File: src/rtl/fp_cmp_pkg.sv
// Shared definitions for the FloPoCo floating-point compare pipeline:
// exception codes, compare op encodings, ordering categories and the
// maximum supported pipeline latency.
package fp_cmp_pkg;

    localparam int unsigned MAX_LAT = 8;

    // FloPoCo exception field, top two bits of every operand.
    typedef enum logic [1:0] {
        EXC_ZERO   = 2'b00,
        EXC_NORMAL = 2'b01,
        EXC_INF    = 2'b10,
        EXC_NAN    = 2'b11
    } exc_e;

    // Compare modes carried on the op port; 110/111 are reserved.
    typedef enum logic [2:0] {
        OP_LT = 3'b000,
        OP_LE = 3'b001,
        OP_EQ = 3'b010,
        OP_GE = 3'b011,
        OP_GT = 3'b100,
        OP_NE = 3'b101
    } op_e;

    // Coarse ordering rank of an operand. Ranks increase with value, so two
    // operands in different ranks are ordered by rank alone; NaN sits outside
    // the order and is only used to raise unord.
    typedef enum logic [2:0] {
        CAT_NEG_INF  = 3'd0,
        CAT_NEG_NORM = 3'd1,
        CAT_ZERO     = 3'd2,
        CAT_POS_NORM = 3'd3,
        CAT_POS_INF  = 3'd4,
        CAT_NAN      = 3'd5
    } cat_e;

    // Map exception code and sign to an ordering rank. Sign is ignored for
    // zero (so +0 == -0) and for NaN.
    function automatic cat_e classify(input exc_e exc, input logic sign);
        cat_e cat;
        case (exc)
            EXC_ZERO:   cat = CAT_ZERO;
            EXC_NORMAL: cat = sign ? CAT_NEG_NORM : CAT_POS_NORM;
            EXC_INF:    cat = sign ? CAT_NEG_INF : CAT_POS_INF;
            default:    cat = CAT_NAN;
        endcase
        return cat;
    endfunction

endpackage

File: src/rtl/fp_cmp_lane.sv
// One comparison lane: classifies both FloPoCo operands and produces the
// lt / eq / unord intermediates combinationally. No subtractor is used:
// ordering is by rank first, then by raw {exponent,fraction} magnitude.
module fp_cmp_lane
    import fp_cmp_pkg::*;
#(
    parameter int unsigned WE = 11,
    parameter int unsigned WF = 52,
    localparam int unsigned W = WE + WF + 3
) (
    input  logic [W-1:0] a,
    input  logic [W-1:0] b,
    output logic         lt,
    output logic         eq,
    output logic         unord
);

    cat_e                 cat_a;
    cat_e                 cat_b;
    logic [WE+WF-1:0]     mag_a;
    logic [WE+WF-1:0]     mag_b;

    assign cat_a = classify(exc_e'(a[W-1:W-2]), a[W-3]);
    assign cat_b = classify(exc_e'(b[W-1:W-2]), b[W-3]);
    assign mag_a = a[WE+WF-1:0];
    assign mag_b = b[WE+WF-1:0];

    // Rank compare, falling back to magnitude for two normals of equal sign.
    always_comb begin
        lt    = 1'b0;
        eq    = 1'b0;
        unord = (cat_a == CAT_NAN) || (cat_b == CAT_NAN);
        if (!unord) begin
            if (cat_a != cat_b) begin
                lt = (cat_a < cat_b);
            end else if (cat_a == CAT_POS_NORM) begin
                lt = (mag_a < mag_b);
                eq = (mag_a == mag_b);
            end else if (cat_a == CAT_NEG_NORM) begin
                // Larger magnitude is the smaller value when negative.
                lt = (mag_a > mag_b);
                eq = (mag_a == mag_b);
            end else begin
                // Both zero, or both infinity of the same sign.
                eq = 1'b1;
            end
        end
    end

endmodule

File: src/rtl/fp_compare_pipe.sv
// Pipelined multi-lane FloPoCo floating-point comparator.
// Stage 1 registers the per-lane lt/eq/unord intermediates with op, stages
// 2..LAT-1 delay them, and the output stage registers the op decode, giving
// exactly LAT cycles from in_valid to out_valid. LAT must be 1..MAX_LAT.
module fp_compare_pipe
    import fp_cmp_pkg::*;
#(
    parameter int unsigned WE    = 11,
    parameter int unsigned WF    = 52,
    parameter int unsigned LANES = 1,
    parameter int unsigned LAT   = 2,
    localparam int unsigned W    = WE + WF + 3
) (
    input  logic                 clk,
    input  logic                 rst,
    input  logic                 flush,
    input  logic                 in_valid,
    input  logic [2:0]           op,
    input  logic [LANES*W-1:0]   in_a,
    input  logic [LANES*W-1:0]   in_b,
    output logic                 out_valid,
    output logic [LANES-1:0]     res,
    output logic [LANES-1:0]     unord
);

    typedef struct packed {
        logic [2:0]       op;
        logic [LANES-1:0] lt;
        logic [LANES-1:0] eq;
        logic [LANES-1:0] un;
    } stage_t;

    logic [LANES-1:0] lt_c;
    logic [LANES-1:0] eq_c;
    logic [LANES-1:0] un_c;
    stage_t           st_c;

    logic             dec_v;
    stage_t           dec;
    logic [LANES-1:0] res_d;
    logic             load_out;

    for (genvar i = 0; i < LANES; i++) begin : g_lane
        fp_cmp_lane #(
            .WE(WE),
            .WF(WF)
        ) u_lane (
            .a    (in_a[i*W +: W]),
            .b    (in_b[i*W +: W]),
            .lt   (lt_c[i]),
            .eq   (eq_c[i]),
            .unord(un_c[i])
        );
    end

    // Bundle the combinational lane results with op for the pipeline.
    always_comb begin
        st_c    = '0;
        st_c.op = op;
        st_c.lt = lt_c;
        st_c.eq = eq_c;
        st_c.un = un_c;
    end

    if (LAT > 1) begin : g_pipe
        localparam int unsigned D = LAT - 1;

        logic   v_q  [1:D];
        stage_t st_q [1:D];

        // Stage 1 valid: a flush in the same cycle drops the incoming input.
        always_ff @(posedge clk or negedge rst) begin
            if (!rst) begin
                v_q[1] <= 1'b0;
            end else begin
                v_q[1] <= in_valid & ~flush;
            end
        end

        // Stage 1 data: intermediates are captured every cycle; valid qualifies them.
        always_ff @(posedge clk) begin
            st_q[1] <= st_c;
        end

        for (genvar s = 2; s <= D; s++) begin : g_stage
            // Delay-stage valid, cleared by reset or flush.
            always_ff @(posedge clk or negedge rst) begin
                if (!rst) begin
                    v_q[s] <= 1'b0;
                end else begin
                    v_q[s] <= v_q[s-1] & ~flush;
                end
            end

            // Delay-stage data, no reset needed.
            always_ff @(posedge clk) begin
                st_q[s] <= st_q[s-1];
            end
        end

        assign dec_v = v_q[D];
        assign dec   = st_q[D];
    end else begin : g_direct
        // With LAT=1 the output stage is the only register, so decode straight
        // from the lanes.
        assign dec_v = in_valid;
        assign dec   = st_c;
    end

    // Op decode, vectorised across lanes. The lanes force lt=eq=0 on NaN, so
    // NE alone yields 1 for unordered operands; reserved codes yield 0.
    always_comb begin
        res_d = '0;
        case (dec.op)
            OP_LT:   res_d = dec.lt;
            OP_LE:   res_d = dec.lt | dec.eq;
            OP_EQ:   res_d = dec.eq;
            OP_GE:   res_d = ~dec.lt & ~dec.un;
            OP_GT:   res_d = ~(dec.lt | dec.eq | dec.un);
            OP_NE:   res_d = ~dec.eq;
            default: res_d = '0;
        endcase
    end

    assign load_out = dec_v & ~flush;

    // Output stage: results update only with a valid transaction, else hold.
    always_ff @(posedge clk or negedge rst) begin
        if (!rst) begin
            out_valid <= 1'b0;
            res       <= '0;
            unord     <= '0;
        end else begin
            out_valid <= load_out;
            if (load_out) begin
                res   <= res_d;
                unord <= dec.un;
            end
        end
    end

endmodule

File: config.mk
export PLATFORM = sky130hd
export DESIGN_NAME = fp_compare_pipe
export DESIGN_NICKNAME = d
export VERILOG_FILES = /design/src/rtl/fp_cmp_pkg.sv /design/src/rtl/fp_cmp_lane.sv /design/src/rtl/fp_compare_pipe.sv
export SDC_FILE = /design/constraint.sdc
export NUM_CORES = 1
export LEC_CHECK = 0
export ABC_CLOCK_PERIOD_IN_PS = 1100
export BUFFER_PORTS_ARGS = -buffer_cell sky130_fd_sc_hd__buf_2
export CAP_MARGIN = 20
export CORE_MARGIN = 1.5
export CORE_UTILIZATION = 39
export DETAILED_ROUTE_END_ITERATION = 10
export PLACE_DENSITY_LB_ADDON = 0.25
export RECOVER_POWER = 25
export SKIP_CTS_REPAIR_TIMING = 1
export SYNTH_ARGS = -nofsm -noshare
export SYNTH_HDL_FRONTEND = slang
export SYNTH_SLANG_ARGS = --single-unit
File: constraint.sdc
create_clock -name clk -period 1.1 [get_ports clk]
set_clock_uncertainty 0.1 [all_clocks]
set_input_delay 0.275 -clock clk [delete_from_list [all_inputs] [get_ports clk]]
set_output_delay 0.275 -clock clk [all_outputs]
set_load 0.005 [all_outputs]
Yosys cells after proc, flatten, opt, wreduce, memory -nomap -nowiden. Memories as Yosys holds them, arrays and structs flattened. Cells that the tools add are included.

Bits in registers: 4. RAM bits: 6. Memories: 1.

Memory list: g_pipe.st_q (depth 1, width 6, read ports 1, clocked after Yosys merged registers in 0, write ports 1, line fp_compare_pipe.sv:69) `stage_t st_q [1:D];`.

Order comparisons: 3. Equal/unequal tests: 15. Mux-type cells: 15. Bitwise logic cells: 10. Reductions and logical operators: 4.

Operator list (count): 63-bit == test (1); 63-bit > comparator (1); 63-bit < comparator (1); 3-bit case mux with 3 select lines (2); 3-bit == test (second input constant) (4); 3-bit by 2-bit == test with 1-bit output (second input constant) (3); 1-bit two-way mux (8); 3-bit by 1-bit == test with 1-bit output (second input constant) (2); 3-bit two-way mux (2); 1-bit case mux with 6 select lines (1); 1-bit NOT (5); 2-bit by 1-bit == test with 1-bit output (second input constant) (2); 2-bit == test (second input constant) (2); 2-bit logical NOT (2); 2-bit two-way mux (2); 1-bit AND (3); 3-bit logical NOT (1); 3-bit < comparator (1); 3-bit != test (1); 1-bit OR (2); 1-bit logical OR (1).

Logic depth before layout (Yosys ltp).
Word-level depth: 7. Depth in mapped cells: 10. Gate-level depth less buffers: 10.

Modules after synthesis. From an unflattened synthesis, not the netlist that was laid out.

Cell total of the unflattened synthesis: 269. Area total of the unflattened synthesis: 2093.3 um2.

Modules (own cells, without submodules): fp_cmp_lane (times used 1, cells each 247, area an instance 1785.5 um2); fp_compare_pipe (times used 1, cells each 22, area an instance 307.8 um2).

Worst setup path before layout. Ideal clock, no wire load.

Kind: input -> register. From: input in_b[44]. To: memory g_pipe.st_q[1][2] (netlist name). Library setup time: 95 ps. Arrival: 1998 ps. Required time: 905 ps. Path slack: -1093 ps. Stages on the path: 10. Path through: inv_1 -> ha_1 -> a21o_1 -> a21o_1 -> a221oi_2 -> o32ai_1 -> nor4_1 -> nand3_1 -> or4_1 -> o311ai_1.

Longest elaborated chain between the ends: 5. Elaborated cells between the ends (all ways): 6. Those cells by class: order compare (2); mux (4).

Ends and longest elaborated chain: start, declared (line fp_compare_pipe.sv:20) `input logic [LANES*W-1:0] in_b,`; 63-bit > comparator (line fp_cmp_lane.sv:41) `lt = (mag_a > mag_b);`; 1-bit two-way mux (line fp_cmp_lane.sv:39) `end else if (cat_a == CAT_NEG_NORM) begin`; 1-bit two-way mux * (line fp_cmp_lane.sv:36) `end else if (cat_a == CAT_POS_NORM) begin`; 1-bit two-way mux * (line fp_cmp_lane.sv:34) `if (cat_a != cat_b) begin`; 1-bit two-way mux * (line fp_cmp_lane.sv:33) `if (!unord) begin`; end, declared (line fp_compare_pipe.sv:69).

Mark *: on every way between the ends. The rest lies on a longest branch, timed or not.

Worst setup path after layout.
From: input in_a[52]. To: memory g_pipe.st_q[1][2] (netlist name).

Longest elaborated chain between the ends: 5. Elaborated cells between the ends (all ways): 6. Those cells by class: order compare (2); mux (4).

Ends and longest elaborated chain: start, declared (line fp_compare_pipe.sv:19) `input logic [LANES*W-1:0] in_a,`; 63-bit > comparator (line fp_cmp_lane.sv:41); 1-bit two-way mux (line fp_cmp_lane.sv:39); 1-bit two-way mux * (line fp_cmp_lane.sv:36); 1-bit two-way mux * (line fp_cmp_lane.sv:34); 1-bit two-way mux * (line fp_cmp_lane.sv:33).

Marks and branches as above.

==> metrics.txt <==
CP max stage delay=410 ps; fill cell count=474; Switching Power=627 µW; setup tns final=-2000 ps; total CTS buffers=3; Final Cycle Share=205%; Unique masters post-synth=42; Die Y=76.0 µm; vias in the first global route=2377; Logic pwr share=55.8%; sequential area share after synthesis=10.6%; top cells by area, synth=ha_1 40%, inv_1 12%, dfxtp_1 5.8%; share of layout cells above drive strength 1=48.9%; Max Cap Violations=0; ANT nets after route=0; DP Area=3200 µm²; failing checks=setup timing; Reg clk slew, reported paths=40 ps; R2R cell count=6; Hold EP=g_pipe.st_q[1][5]; Hold Startpoint=op[2]; worst rel slew slack=79.2%; slowest library cell on the worst path=or4_1; Clock Tree Buf Depth=2; # diodes=0; CP endpoint kind=flop; Synth Instances=269; DIE WIDTH=76.0 µm; Max VDD drop=0.465 mV; Min Hold Slack=47.8 ps; TritonRoute pass-1 iters=4; CP Buf/Inv Count=1; PD cells=574 nW/µm²; Final Hold Violating Endpoints=0; post-route insts no fill=510; Crit path required time=1140 ps; first-pass GRT wire length=9270 µm; power share of the clock group=22.7%; worst reg2reg endpoint=res; worst flop-to-flop path startpoint=g_pipe.st_q[1][4]; Hold Path Stages=1; vias per cell=4.78; Post-Syn Area=2080 µm²; final net count=646; Yosys warning count=0; Worst Path Arrival=2290 ps; Switching Share=32.0%; Routed wire per std cell=10.8 µm; final setup violating endpoints=4; CTS tree=yes; initial antenna violation count=0; Tightest Hold Check Type=input pin to flop; CP max FO=2; CTS root buffer=clkbuf_8; Core Region=5140 µm²; largest net degree at the start of global routing=7; final WL=5520 µm; Post-synth top flop=dfxtp_1; CP Cell Sequence=buf_2 > ha_1 > a21o_1 > a21o_1 > a221oi_2 > o32ai_2 > nor4_2 > nand3_1 > or4_1 > o311ai_1; dpl hpwl=4980 µm; clk_lat worst skew=230 ps; Crit path top cell by count=a21o_1; GPL Wtd Cong=0.829; GRT Residual Overflow=0; internal power=1.33 mW; Final Cell Area=3410 µm²; final setup margin=-1150 ps; DR vias=2437; die area=5780 µm²; Final Max Tran Viols=0; initial core utilization=40.5%; placed cells=503; R2R Setup Slk=-80 ps; Top Ports=142; port bufs=141; Yosys top cell area share=39.7%; RSZ-0062 raised after global routing=yes; EDFF count, synth=0; crit path launch type=input pin; outcome=finished, violations left; LEAKAGE=2.00 nW; min Tclk post-route=2250 ps; async set-reset flop share out of synthesis=40.0%; maximum operating frequency=444 MHz; area grow syn2layout=64.2%; CP delay by family, top=simple AND/OR/NAND/NOR gates; share of power burned in registers=21.4%; # DRC=0; htree depth=1; Worst-Margin Slew=309 ps; area leader, netlist=ha_1; initial DRC count=39; clk sinks=10; syn avg cell area=7.73 µm²; Rows=26; Syn Nets=474; #FFs+latches synth=10; CP Class=input pin to flop; overall routing resource usage=18.9%
## final cells by class
class / instances / area [µm²] / area share, %
Inverter: 69 / 289 / 8.46
Clock buffer: 4 / 55.1 / 1.61
Sequential cell: 10 / 223 / 6.52
Timing Repair Buffer: 168 / 931 / 27.3
Tap cell: 70 / 87.6 / 2.57
Multi-Input combinational cell: 189 / 1830 / 53.6
## flip-flops by register name, indices dropped and copies added (netlist names)
name / cells
res: 1
g_pipe.st_q: 6
out_valid: 1
dec_v: 1
unord: 1
## stage by stage
stage,utilization [%],power [mW],setup slack (ps)
after floorplan,-,0.958,-1090
final,66.4,1.96,-1150
after detailed placement,62.3,1.46,-1460
after global placement,62.3,1.42,-1430
after CTS,63.4,1.92,-1220
after global routing,66.4,2.16,-1310
## cells by family (layout without fill, tap and decap cells)
group,after synthesis,after routing,share of synthesized area (%)
compound gates,62,62,20.2
simple gates,59,59,15.9
flops,10,10,10.6
fa+ha+maj,66,66,39.7
xor+xnor,1,1,0.421
mux,1,1,0.541
buf+inv,70,241,12.6
## worst max-delay path by stage
stage             start  slack, ps  depth (start not counted)           endpoint
2_1_floorplan  in_b[44]      -1090                         10  g_pipe.st_q[1][2]
3_3_place_gp   in_a[44]      -1430                         10  g_pipe.st_q[1][2]
3_5_place_dp   in_a[44]      -1460                         10  g_pipe.st_q[1][2]
4_1_cts        in_a[44]      -1220                         10  g_pipe.st_q[1][2]
5_1_grt        in_b[44]      -1310                         11  g_pipe.st_q[1][2]
6_report       in_a[52]      -1150                         10  g_pipe.st_q[1][2]
## cells in the final DEF, fill, tap and decap left out, types with 2 or more instances in the layout
master,Yosys,routed
dfxtp_2,0,2
a21oi_2,1,2
nor2_1,10,8
ha_4,0,13
nand4_1,14,14
nand2_1,9,9
inv_1,69,58
nor2b_1,4,3
o21ai_1,4,5
nand3_1,7,7
nor4_2,1,2
buf_4,0,24
clkbuf_8,0,4
a211oi_1,2,2
dfxtp_1,6,4
o21ai_0,5,4
a21o_1,15,15
buf_6,0,4
a221oi_2,2,2
buf_2,0,139
inv_4,0,7
inv_2,0,3
dfrtp_1,4,4
a21oi_1,20,19
ha_1,66,53
## synth_stat cells, types with 2 or more instances
| library cell | n |
|---|---|
| inv_1 | 69 |
| ha_1 | 66 |
| a21oi_1 | 20 |
| a21o_1 | 15 |
| nand4_1 | 14 |
| nor2_1 | 10 |
| nand2_1 | 9 |
| nand3_1 | 7 |
| dfxtp_1 | 6 |
| o21ai_0 | 5 |
| dfrtp_1 | 4 |
| nor2b_1 | 4 |
| o21ai_1 | 4 |
| nor4_1 | 3 |
| a211oi_1 | 2 |
| a221oi_2 | 2 |
| a31oi_1 | 2 |
| nor3_1 | 2 |
| o32ai_1 | 2 |
## power groups by stage
stage	sequential, mW	combinational (mW)	clock [mW]
final	0.420	1.09	0.445
after global routing	0.424	1.26	0.478
after CTS	0.418	1.04	0.459
after detailed placement	0.425	1.03	0
after global placement	0.424	0.999	0
after floorplan	0.424	0.533	0
## metal layers
layer / part of all wire [%] / track usage [%] / routed length [µm]
met4: 1.5 / 5.37 / 82
met5: 0 / 0 / 0
met2: 53 / 36.8 / 2900
met1: 41 / 21.2 / 2290
met3: 4.5 / 2.28 / 248
Power figures use the tool's default switching activity.
